File: config.mk
export PLATFORM = sky130hd
export DESIGN_NAME = lambert_shade_seq
export DESIGN_NICKNAME = d
export VERILOG_FILES = /design/src/rtl/lambert_shade_seq.sv
export SDC_FILE = /design/constraint.sdc
export NUM_CORES = 1
export LEC_CHECK = 0
export CORE_AREA = 5 5 219 221
export DETAILED_ROUTE_END_ITERATION = 10
export DIE_AREA = 0 0 224 226
export GPL_TIMING_DRIVEN = 0
export PLACE_DENSITY = 0.58
export SYNTH_ARGS = -nofsm -noshare
export SYNTH_HDL_FRONTEND = slang
export SYNTH_SLANG_ARGS = --single-unit
File: constraint.sdc
create_clock -name clk -period 5.1 [get_ports clk]
set_input_delay 1.02 -clock clk [delete_from_list [all_inputs] [get_ports clk]]
set_output_delay 1.02 -clock clk [all_outputs]
set_load 0.01 [all_outputs]
File: src/rtl/lambert_shade_seq.sv
// Lambert shading sequencer: drives cross_product -> normalize -> dot_product
// over their en/valid handshakes and returns a clamped intensity plus unit normal.
module lambert_shade_seq #(
    parameter int TIMEOUT = 64
) (
    input  logic        clk,
    input  logic        rst_n,
    input  logic        start,
    input  logic [47:0] edge_a,
    input  logic [47:0] edge_b,
    input  logic [47:0] light,
    output logic        busy,
    output logic        done,
    output logic [15:0] intensity,
    output logic [47:0] unit_normal,
    output logic        degenerate,
    output logic        err,
    output logic        cross_en,
    output logic [47:0] cross_vec_a,
    output logic [47:0] cross_vec_b,
    input  logic [47:0] cross_normal,
    input  logic        cross_valid,
    output logic        norm_en,
    output logic [47:0] norm_vec,
    input  logic [47:0] norm_vec_n,
    input  logic        norm_valid,
    output logic        dot_en,
    output logic [47:0] dot_vec_a,
    output logic [47:0] dot_vec_b,
    input  logic [15:0] dot_scalar,
    input  logic        dot_valid
);

    typedef enum logic [2:0] {
        IDLE, CROSS_ISSUE, CROSS_WAIT, NORM_ISSUE, NORM_WAIT, DOT_ISSUE, DOT_WAIT, FINISH
    } state_t;

    localparam int CW = $clog2(TIMEOUT + 1);

    state_t        state_q, state_d;
    logic [CW-1:0] cnt_q, cnt_d;
    logic [47:0]   ea_q, ea_d, eb_q, eb_d, light_q, light_d;
    logic [47:0]   nvec_q, nvec_d, unit_q, unit_d;
    logic [15:0]   inten_q, inten_d;
    logic          err_q, err_d, degen_q, degen_d;
    logic          busy_q, busy_d, done_q, done_d;
    logic          cross_en_q, cross_en_d, norm_en_q, norm_en_d, dot_en_q, dot_en_d;
    logic          cross_zero, timed_out;

    // A normal whose three components are all +/-0 cannot be normalized.
    assign cross_zero = (cross_normal[46:32] == 15'd0) && (cross_normal[30:16] == 15'd0)
                     && (cross_normal[14:0] == 15'd0);
    // Valid gets TIMEOUT+1 WAIT samples, so a timeout lands done TIMEOUT+2 cycles after en.
    assign timed_out  = (cnt_q == CW'(TIMEOUT));

    always_comb begin
        state_d = state_q;
        cnt_d   = cnt_q;
        ea_d    = ea_q;
        eb_d    = eb_q;
        light_d = light_q;
        nvec_d  = nvec_q;
        unit_d  = unit_q;
        inten_d = inten_q;
        err_d   = err_q;
        degen_d = degen_q;
        case (state_q)
            IDLE: begin
                if (start) begin
                    ea_d    = edge_a;
                    eb_d    = edge_b;
                    light_d = light;
                    state_d = CROSS_ISSUE;
                end
            end
            CROSS_ISSUE: begin
                cnt_d   = '0;
                err_d   = 1'b0;
                degen_d = 1'b0;
                state_d = CROSS_WAIT;
            end
            CROSS_WAIT: begin
                if (cross_valid) begin
                    if (cross_zero) begin
                        degen_d = 1'b1;
                        unit_d  = '0;
                        inten_d = '0;
                        state_d = FINISH;
                    end else begin
                        nvec_d  = cross_normal;
                        state_d = NORM_ISSUE;
                    end
                end else if (timed_out) begin
                    err_d   = 1'b1;
                    state_d = FINISH;
                end else begin
                    cnt_d = cnt_q + CW'(1);
                end
            end
            NORM_ISSUE: begin
                cnt_d   = '0;
                state_d = NORM_WAIT;
            end
            NORM_WAIT: begin
                if (norm_valid) begin
                    unit_d  = norm_vec_n;
                    state_d = DOT_ISSUE;
                end else if (timed_out) begin
                    err_d   = 1'b1;
                    state_d = FINISH;
                end else begin
                    cnt_d = cnt_q + CW'(1);
                end
            end
            DOT_ISSUE: begin
                cnt_d   = '0;
                state_d = DOT_WAIT;
            end
            DOT_WAIT: begin
                if (dot_valid) begin
                    // Back-facing (any sign-set value, -0 included) clamps to +0.
                    inten_d = dot_scalar[15] ? 16'h0000 : dot_scalar;
                    state_d = FINISH;
                end else if (timed_out) begin
                    err_d   = 1'b1;
                    state_d = FINISH;
                end else begin
                    cnt_d = cnt_q + CW'(1);
                end
            end
            FINISH:  state_d = IDLE;
            default: state_d = IDLE;
        endcase
    end

    assign busy_d     = (state_d != IDLE) && (state_d != FINISH);
    assign done_d     = (state_d == FINISH);
    assign cross_en_d = (state_d == CROSS_ISSUE);
    assign norm_en_d  = (state_d == NORM_ISSUE);
    assign dot_en_d   = (state_d == DOT_ISSUE);

    always_ff @(posedge clk or negedge rst_n) begin
        if (!rst_n) begin
            state_q    <= IDLE;
            cnt_q      <= '0;
            ea_q       <= '0;
            eb_q       <= '0;
            light_q    <= '0;
            nvec_q     <= '0;
            unit_q     <= '0;
            inten_q    <= '0;
            err_q      <= 1'b0;
            degen_q    <= 1'b0;
            busy_q     <= 1'b0;
            done_q     <= 1'b0;
            cross_en_q <= 1'b0;
            norm_en_q  <= 1'b0;
            dot_en_q   <= 1'b0;
        end else begin
            state_q    <= state_d;
            cnt_q      <= cnt_d;
            ea_q       <= ea_d;
            eb_q       <= eb_d;
            light_q    <= light_d;
            nvec_q     <= nvec_d;
            unit_q     <= unit_d;
            inten_q    <= inten_d;
            err_q      <= err_d;
            degen_q    <= degen_d;
            busy_q     <= busy_d;
            done_q     <= done_d;
            cross_en_q <= cross_en_d;
            norm_en_q  <= norm_en_d;
            dot_en_q   <= dot_en_d;
        end
    end

    assign busy        = busy_q;
    assign done        = done_q;
    assign intensity   = inten_q;
    assign unit_normal = unit_q;
    assign degenerate  = degen_q;
    assign err         = err_q;
    assign cross_en    = cross_en_q;
    assign cross_vec_a = ea_q;
    assign cross_vec_b = eb_q;
    assign norm_en     = norm_en_q;
    assign norm_vec    = nvec_q;
    assign dot_en      = dot_en_q;
    assign dot_vec_a   = unit_q;
    assign dot_vec_b   = light_q;

endmodule

# --- Yosys cells after proc, flatten, opt, wreduce, memory -nomap -nowiden ---
# Index checks and enable logic that the tools add are counted.
word_totals:
  out_inout_bits: 311
  register_bits: 273
  word_cells: 87
  input_bits: 262
op_classes:
  reduce_logical: 21
  n_mux: 29
  eq_ne: 20
  bitwise: 1
  addsub: 1
ops:
  columns: ["op", "n"]
  rows:
  - ["48-bit 2-to-1 mux", 3]
  - ["48-bit one-hot mux with 2 select lines", 1]
  - ["16-bit 2-to-1 mux", 3]
  - ["15-bit zero test", 3]
  - ["16-bit one-hot mux with 2 select lines", 1]
  - ["7-bit 2-to-1 mux", 4]
  - ["7-bit one-hot mux with 4 select lines", 1]
  - ["3-bit one-hot mux with 8 select lines", 1]
  - ["3-bit == test (second input constant)", 6]
  - ["3-bit 2-to-1 mux", 6]
  - ["4-bit AND reduction", 4]
  - ["15-bit 2-to-1 mux", 1]
  - ["2-bit != test (second input constant)", 7]
  - ["3-bit by 2-bit == test with 1-bit output (second input constant)", 3]
  - ["4-bit nonzero test", 2]
  - ["7-bit by 1-bit adder with 7-bit output (second input constant)", 1]
  - ["7-bit == test (second input constant)", 1]
  - ["3-bit by 1-bit == test with 1-bit output (second input constant)", 2]
  - ["1-bit 2-to-1 mux", 6]
  - ["3-bit AND reduction", 2]
  - ["2-bit nonzero test", 3]
  - ["1-bit one-hot mux with 4 select lines", 1]
  - ["1-bit logical AND", 3]
  - ["3-bit zero test", 1]
  - ["other kinds (6)", 6]

# --- Depth between registers and ports, before layout ---
# Gate-level depths: netlist of run 1.
depth:
  ltp_word: 8
  depth_mapped: 9
  mapped_depth_nobuf: 7

# --- Worst setup path before layout of run 1 ---
# No wires, ideal clock.
synth_path:
  path_kind: "input port to flip-flop"
  from: "input cross_normal[44]"
  to: "register nvec_q[38] (netlist: norm_vec[38])"
  stages: 7
  setup_slack_ns: 2.439
  path_buffers: 2
  setup_time_ns: 0.127
  required_time_ns: 4.973
  arrival_ns: 2.533
  cell_sequence: "nor4_1 > nand4_1 > nor4_2 > nor3b_2 > buf_4 > buf_6 > mux2_1"
synth_via:
  elab_chain_len: 5
synth_lines:
  columns: ["element", "line", "text"]
  rows:
  - ["from (decl)", "21", "input logic [47:0] cross_normal,"]
  - ["15-bit zero test", "51", "assign cross_zero = (cross_normal[46:32] == 15'd0) && (cross_normal[30:16] == 15'd0)"]
  - ["1-bit logical AND", "51", null]
  - ["1-bit logical AND", "52", "&& (cross_normal[14:0] == 15'd0);"]
  - ["1-bit inverter (no source line)", null, null]
  - ["3-bit AND reduction (no source line)", null, null]
  - ["to (signal assigned)", "165", "nvec_q <= nvec_d;"]
  - ["to (decl)", "43", "logic [47:0] nvec_q, nvec_d, unit_q, unit_d;"]
# No other way between the ends.
# A chain may end at the register's enable or synchronous reset.

# --- Worst setup path in the final report of run 1 ---
layout_path:
  from: "input cross_normal[11]"
  to: "register unit_q[26] (netlist: dot_vec_a[26])"
layout_via:
  elab_chain_len: 4
layout_lines:
  columns: ["element", "line", "text"]
  rows:
  - ["15-bit zero test", "52", null]
  - ["1-bit logical AND", "52", null]
  - ["2-bit != test (no source line)", null, null]
  - ["4-bit AND reduction (no source line)", null, null]
  - ["to (signal assigned)", "166", "unit_q <= unit_d;"]
  - ["to (decl)", "43", null]
# No other way between the ends.

==> results of run 1 <==
## cell usage after synthesis (3+ instances only)
| master | n | area share |
|---|---|---|
| nand4_1 | 3 | 0.0017 |
| nor4_1 | 13 | 0.0073 |
| and2_1 | 3 | 0.0017 |
| nand2_1 | 76 | 0.026 |
| nor3_1 | 4 | 0.0018 |
| or3_1 | 5 | 0.0028 |
| a21oi_1 | 8 | 0.0036 |
| nand3_1 | 51 | 0.023 |
| dfrtp_1 | 272 | 0.61 |
| clkbuf_1 | 24 | 0.0081 |
| buf_4 | 50 | 0.034 |
| inv_1 | 20 | 0.0068 |
| buf_1 | 4 | 0.0014 |
| mux2_2 | 183 | 0.19 |
| mux2_1 | 9 | 0.0091 |
| nor2_1 | 5 | 0.0017 |
| o21ai_0 | 55 | 0.025 |
| buf_2 | 22 | 0.0099 |
| mux2i_1 | 16 | 0.014 |
## worst register-to-register path, stage by stage, from the launching register on
cell	delay (ps)
dfrtp_1	400
inv_1	80
ha_1	200
nand4bb_4	150
o41ai_2	380
o311ai_1	220
nor3b_2	340
buf_4	260
buf_6	170
mux2_1	330
## routing by layer
metal,up-vias,track usage,share of wire
met1,4324,0.1632,0.37
met5,-,0,0
met2,361,0.2557,0.51
met3,58,0.06109,0.095
met4,0,0.04308,0.025
li1,4121,-,-
## area by class of cell
class | instances | area [sq um]
plain buffers | 101 | 601.8
fillers | 4440 | 27230
clock buffers | 52 | 1030
well taps | 607 | 759.5
inverters | 20 | 75.07
clock inverters | 7 | 66.31
multi-input cells | 458 | 3618
flip-flops and latches | 272 | 6807
repair buffers | 573 | 5776
## registers in the layout, summed over array words and instances (netlist names)
signal / cells
cross_en: 1
dot_en: 1
degenerate: 1
err: 1
state_q: 3
done: 1
cnt_q: 7
norm_en: 1
busy: 1
cross_vec_b: 48
intensity: 15
dot_vec_b: 48
cross_vec_a: 48
dot_vec_a: 48
norm_vec: 48
## report_power, final
part           switching [uW]  leakage [uW]  internal, uW
Combinational            2160       0.00384          3330
Sequential                622       0.00337          3200
Clock                     911      0.000540          1440
## cell families after synthesis
logic type,synth area share
AO/OA/AOI/OAI,0.03809
adder cells (fa/ha/maj),0.002254
buffers and inverters,0.06097
flip-flops,0.6131
multiplexers,0.2092
other,0.0003378
AND/OR/NAND/NOR,0.07607
## path summary, 6_finish.rpt
path / startpoint / end / slack, ps / cells past startpoint
min in group asynchronous: rst_n / norm_vec[46] / 490 / 1
setup / recovery: cross_normal[11] / dot_vec_a[26] / 1940 / 8
setup reg to reg: cnt_q[0] / norm_vec[39] / 2440 / 9
hold reg to reg: norm_vec[38] / norm_vec[38] / 480 / 1
max in group asynchronous: rst_n / dot_vec_a[30] / 3580 / 2
hold / removal: norm_vec[38] / norm_vec[38] / 480 / 1
## through the flow
| stage | setup TNS (ps) | cells | utilization |
|---|---|---|---|
| after floorplan | 0 | 851 | - |
| after global placement | -2524920 | 2029 | 0.3824 |
| after detailed placement | 0 | 2031 | 0.3837 |
| after CTS | 0 | 2090 | 0.4076 |
| after global routing | 0 | 2090 | 0.4076 |
| final | 0 | 2090 | 0.4076 |
==> flow_summary.toml, run 1 <==
[cells_and_area]
diodes = 0
final_cell_mix = "clkdlybuf4s50_1, dfrtp_1, mux2_2"
area_growth_pct = 68.74
drive_gt1_frac = 0.2124
final_nets = 1724
mostFrequentLayoutCell = "clkdlybuf4s50_1"
fin_area_sq_mm = 0.01873

[route]
postRouteWirelength_um = 38740
drtIter0Drc = 303
drc = 0
drt-vias-per-instance = 4.241
vias = 8864
postRouteAntennaNets = 0
wl_per_cell_um = 18.53
dr.pass1.iters = 4

[critical_path]
crit_type = "input port to flip-flop"
cp_top_family = "simple AND/OR/NAND/NOR gates"
cpMostUsedCell = "clkbuf_1"
cp-start-kind = "input port"
end_kind = "flip-flop"
cp.required_ps = 5520
crit_chain = "clkdlybuf4s50_1 -> nor4_1 -> nand3_1 -> nor4_2 -> nor2_1 -> clkbuf_1 -> clkbuf_1 -> o21ai_0"
path_buf_inv = 3
arrival_ps = 3570
cp_max_fo = 10
max_stage_delay_ps = 560
slowest_stage = "nor4_2"

[clock_network]
postCtsSetupRepairBufs = 0
max-clock-path-buffers = 3
clock_latency_ps = 520
cts_hold_buf = 0
root_buffer = "clkbuf_16"
clkSlewWorstSetupHoldPaths_ps = 60
post_cts_resized = 0
cts_sinks = 272
cts_buffers = 34
htreeDepth = 2
tritoncts = "done"

[hold_path]
hp-class = "flip-flop to flip-flop"

[yosys]
ys_ff_latch = 272
synth_edf_count = 0
yosysUniqueCellTypes = 41
async_flop_share = 1.000
ys.flop_type = "dfrtp_1"
avgSynthCellArea_sq_um = 13.05
synth_area_sq_mm = 0.01110
postSynthCellCount = 851
synth_nets = 1115
yosysWarnings = 0
yosysSeqAreaShare = 0.6131

[grt]
overflow = 0
grt_usage = 0.1461
grt_first_pass_wirelength_um = 57830
grt_pass1_vias = 9724
grt_max_degree = 115
antenna_found_initial = 0

[pwr]
cellLeakagePower_uw = 0.007751
power_density_mw_per_mm2 = 622.6
totalPowerFinal_uw = 11660
vdd_ir_drop_max_v = 0.0003479

[floorplanning]
core_area_sq_mm = 0.04596
io_pins = 573
rows = 79
start_util = 0.2415
die_area_sq_mm = 0.05062
die_w_um = 224
die_y_um = 226

[run_status]
status = "finished, final reports clean"

[timing]
whs_ps = 484.7
min_period_over_period = 0.6188
slew_headroom = 0.4905
tightest_slew_ps = 764.3
fin_crit_ps = 3156
setup_ws_ps = 1944
slew_violations = 0
hold_viol_final = 0
rsz0062_at_grt = "false"
setup_viol = 0
fin_skew_ps = 15.32
max_freq_mhz = 316.9

[place]
placed_area_sq_mm = 0.01764
place_ws_ps = 1308
hpwl_um = 30470
portBuffers = 571
finalWeightedCongestion = 0.8061

[flow_run]
maxCapViolCount = 0
Power figures use the tool's default switching activity.
==> run 2, diff against run 1 <==
==> constraint.sdc (replaced) <==
create_clock -name clk -period 3 [get_ports clk]
set_input_delay 0.6 -clock clk [delete_from_list [all_inputs] [get_ports clk]]
set_output_delay 0.6 -clock clk [all_outputs]
set_load 0.01 [all_outputs]
==> run 2 against run 1 <==
Sequential power rose by 70%. Global-route usage unchanged. Combinational power is 70% higher. Hold slack worse by 410 ps. Via count about the same. Core utilization hardly changed. Final cell count did not move. Non-clock buffer count did not move. Critical path depth did not move. Sequential cell count unchanged. Count of clock-buffer cells in the layout is the same.
==> flow_summary.toml, run 2 (synthesized netlist as in run 1, its figures left out) <==
[pwr]
netSwitchingFraction = 0.3166
cellLeakagePower_uw = 0.007768
vdd_ir_drop_max_v = 0.0005914
combPwrFrac = 0.470
power_switching_uw = 6279
totalPowerFinal_uw = 19830
pwr-share-seq = 0.328
p_clk_frac = 0.201
power_density_mw_per_mm2 = 1058
p_int_uw = 13550

[timing]
slew_violations = 0
setup_viol = 0
max_freq_mhz = 363.5
setup_ws_ps = 248.7
fin_crit_ps = 2751
min_period_over_period = 0.9171
slew_headroom = 0.4929
tightest_slew_ps = 760.7
fin_skew_ps = 15.75
hold_viol_final = 0
rsz0062_at_grt = "false"

[route]
vias = 8863
drc = 0
drt-vias-per-instance = 4.241
postRouteWirelength_um = 38750
dr.pass1.iters = 4
wl_per_cell_um = 18.54
drtIter0Drc = 311
postRouteAntennaNets = 0

[flow_run]
maxCapViolCount = 0

[clock_network]
root_buffer = "clkbuf_16"
htreeDepth = 2
cts_buffers = 34
postCtsSetupRepairBufs = 0
cts_sinks = 272
clock_latency_ps = 520
max-clock-path-buffers = 3
clkSlewWorstSetupHoldPaths_ps = 60
tritoncts = "done"

[critical_path]
reg2reg_slack_ps = 340
cp-start-kind = "input port"
cp_max_fo = 10
crit_type = "input port to flip-flop"
arrival_ps = 3130
end_kind = "flip-flop"
cp.required_ps = 3380

[cells_and_area]
area_growth_pct = 68.87
final_cell_mix = "clkdlybuf4s50_1, dfrtp_1, mux2_2"
mostFrequentLayoutCell = "clkdlybuf4s50_1"
final_nets = 1724
drive_gt1_frac = 0.2131
fin_cells = 2090
diodes = 0

[floorplanning]
io_pins = 573
core_area_sq_mm = 0.04596
rows = 79
die_area_sq_mm = 0.05062
start_util = 0.2415
die_y_um = 226
die_w_um = 224

[grt]
grt_usage = 0.1461
grt_pass1_vias = 9724
overflow = 0
grt_max_degree = 115
grt_first_pass_wirelength_um = 57830
antenna_found_initial = 0

[place]
hpwl_um = 30470
placed_cells = 2031
finalWeightedCongestion = 0.8061
place_ws_ps = -372.2
portBuffers = 571

[run_status]
status = "finished, final reports clean"

[hold_path]
hp-class = "input port to async pin"
## run 2: cell counts in the layout (fill, tap and decap cells not counted)
Identical to the previous run, type by type.
## run 2: metal layers
metal  GRT usage  share of wire  vias up
met3     0.06109          0.095       58
li1            -              -     4122
met1      0.1632           0.37     4324
met2      0.2557           0.51      359
met4     0.04308          0.025        0
met5           0              0        -
## run 2: final timing paths
| check | start | end | depth (start not counted) |
|---|---|---|---|
| worst max-delay path | cross_normal[11] | dot_vec_a[42] | 8 |
| worst min-delay path | rst_n | norm_vec[46] | 1 |
| worst max register to register | cnt_q[0] | norm_vec[39] | 9 |
| worst min register to register | norm_vec[38] | norm_vec[38] | 1 |
| max in group asynchronous | rst_n | dot_vec_a[30] | 2 |
| min in group clk | norm_vec[38] | norm_vec[38] | 1 |
## run 2: metrics by stage
step	setup TNS (ps)	hold WS [ps]	utilization	cell area (sq um)
4_1_cts	0	44.80	0.4076	18730
3_3_place_gp	-3007880	470.0	0.3824	17580
5_1_grt	0	76.90	0.4079	18750
2_1_floorplan	0	304.4	-	11100
3_5_place_dp	-31200	475.1	0.3837	17640
6_report	0	70.36	0.4079	18750
## run 2: area by class of cell
cell class              count  area (sq um)
repair buffers            573          5776
well taps                 607         759.5
inverters                  20         75.07
multi-input cells         458          3633
plain buffers             101         601.8
flip-flops and latches    272          6807
fillers                  4439         27210
clock buffers              52          1030
clock inverters             7         66.31
## run 2: what timing repair did
| item | 4_1_cts | 5_1_grt |
|---|---|---|
| hold buffers | 0 | 0 |
| endpoints found under the hold margin | 0 | 0 |
| gates resized for setup | 0 | 2 |
| endpoints found under the setup margin | 0 | 39 |
## run 2: critical path, cell delays in order
cell and delay [ps]:
clkdlybuf4s50_1 450, nor4_1 390, nand3_1 320, or4_1 570, clkbuf_1 210, clkbuf_1 330, nand3_1 170, o21ai_0 90
## run 2: power by group through the flow
| stage | combinational, uW | clock (uW) | sequential [uW] |
|---|---|---|---|
| 6_report | 9330 | 3990 | 6510 |
| 5_1_grt | 9990 | 4300 | 6750 |
| 4_1_cts | 9510 | 4160 | 6540 |
| 3_5_place_dp | 9470 | 0 | 6570 |
| 3_3_place_gp | 9410 | 0 | 6500 |
| 2_1_floorplan | 3260 | 0 | 7200 |
==> run 3, diff against run 2 <==
--- a/config.mk
+++ b/config.mk
@@ -6,6 +6,7 @@
 export NUM_CORES = 1
 export LEC_CHECK = 0
 export CORE_AREA = 5 5 219 221
+export CTS_CLUSTER_SIZE = 20
 export DETAILED_ROUTE_END_ITERATION = 10
 export DIE_AREA = 0 0 224 226
 export GPL_TIMING_DRIVEN = 0
==> run 3 against run 2 <==
Core utilization is the same. Power is essentially flat. Count of clock-buffer cells in the layout is the same. Routed wire length is essentially flat. Register-to-register slack is essentially flat. Setup slack gained 1.2 ps. Via count is essentially flat. First-iteration DRC count grew 3.2%. Sequential cell count is the same. Non-clock buffer count is the same.
==> flow_summary.toml, run 3 (synthesized netlist as in run 1, its figures left out) <==
[floorplanning]
die_area_sq_mm = 0.05062
die_w_um = 224
io_pins = 573
start_util = 0.2415
rows = 79
core_area_sq_mm = 0.04596
die_y_um = 226

[grt]
grt_usage = 0.1461
overflow = 0
grt_first_pass_wirelength_um = 57830
antenna_found_initial = 0
grt_max_degree = 115
grt_pass1_vias = 9724
grtUsageMet3 = 0.06109
grt.busiest_layer = "met2"
grtUsageMet2 = 0.2557
use_met1 = 0.1632

[critical_path]
crit_type = "input port to flip-flop"
cp.required_ps = 3380
arrival_ps = 3130
cp_max_fo = 10
end_kind = "flip-flop"
cp-start-kind = "input port"

[timing]
setup_viol = 0
tightest_slew_ps = 760.9
min_period_over_period = 0.9167
fin_crit_ps = 2750
slew_violations = 0
max_freq_mhz = 363.6
hold_viol_final = 0
slew_headroom = 0.4927
rsz0062_at_grt = "false"
fin_skew_ps = 15.84

[clock_network]
htreeDepth = 2
root_buffer = "clkbuf_16"
max-clock-path-buffers = 3
cts_hold_buf = 0
tritoncts = "done"
postCtsSetupRepairBufs = 0
clkSlewWorstSetupHoldPaths_ps = 60
clock_latency_ps = 520
cts_buffers = 34
cts_sinks = 272

[route]
postRouteAntennaNets = 0
postRouteWirelength_um = 38740
dr.pass1.iters = 4
drtIter0Drc = 321
vias = 8869
wl_per_cell_um = 18.53
drc = 0
drt-vias-per-instance = 4.244

[place]
portBuffers = 571
placed_cells = 2031
hpwl_um = 30470
finalWeightedCongestion = 0.8061

[cells_and_area]
mostFrequentLayoutCell = "clkdlybuf4s50_1"
multiInputGateArea_sq_mm = 0.003633
diodes = 0
fillers = 4439
final_cell_mix = "clkdlybuf4s50_1, dfrtp_1, mux2_2"
final_core_utilization = 0.4079
fin_cells = 2090
regArea_sq_mm = 0.006807
area_growth_pct = 68.87
final_nets = 1724
drive_gt1_frac = 0.2131

[hold_path]
hp-class = "input port to async pin"

[pwr]
vdd_ir_drop_max_v = 0.0005914
cellLeakagePower_uw = 0.007768
power_density_mw_per_mm2 = 1058

[flow_run]
maxCapViolCount = 0

[run_status]
status = "finished, final reports clean"
[run 3: cell counts in the layout (fill, tap and decap cells not counted)]
Identical to the previous run, type by type.
[run 3: worst paths after layout]
path,from,to,slack [ps],cells past startpoint
worst min-delay path,rst_n,norm_vec[46],70,1
worst min register to register,norm_vec[38],norm_vec[38],480,1
worst max-delay path,cross_normal[11],dot_vec_a[42],250,8
worst max register to register,cnt_q[0],norm_vec[39],350,9
max in group asynchronous,rst_n,dot_vec_a[30],1890,2
min in group clk,norm_vec[38],norm_vec[38],480,1
[run 3: cell type report]
class                   count  area share
inverters                  20    0.004004
multi-input cells         458      0.1938
plain buffers             101     0.03210
well taps                 607     0.04051
repair buffers            573      0.3081
clock inverters             7    0.003537
flip-flops and latches    272      0.3631
clock buffers              52     0.05493
[run 3: per-stage QoR]
step | hold WS, ps | power (uW) | TNS, ps | setup slack, ps | area, sq um
2_1_floorplan | 304.4 | 10460 | 0 | 722.8 | 11100
3_3_place_gp | 470.0 | 15920 | -3007880 | -11000 | 17580
3_5_place_dp | 475.1 | 16040 | -31200 | -372.2 | 17640
4_1_cts | 44.80 | 20210 | 0 | 181.3 | 18730
5_1_grt | 76.90 | 21030 | 0 | 37.34 | 18750
6_report | 68.90 | 19830 | 0 | 249.9 | 18750
[run 3: per-layer routing]
metal  vias up  wire (um)
li1       4120          -
met1      4332      14430
met2       359      19640
met3        58       3703
met4         0        963
met5         -          0
[run 3: worst max-delay path, cell delays in order]
cell and delay, ps:
clkdlybuf4s50_1 450, nor4_1 390, nand3_1 320, or4_1 570, clkbuf_1 210, clkbuf_1 330, nand3_1 170, o21ai_0 90
[run 3: power by group]
part / internal (uW) / switching, uW / total (uW)
Combinational: 5660 / 3670 / 9330
Sequential: 5450 / 1060 / 6500
Clock: 2440 / 1550 / 3990
[run 3: repair_timing]
action	in CTS	in global routing
hold endpoints to repair	0	0
resized for setup	0	2
endpoints found under the setup margin	0	39
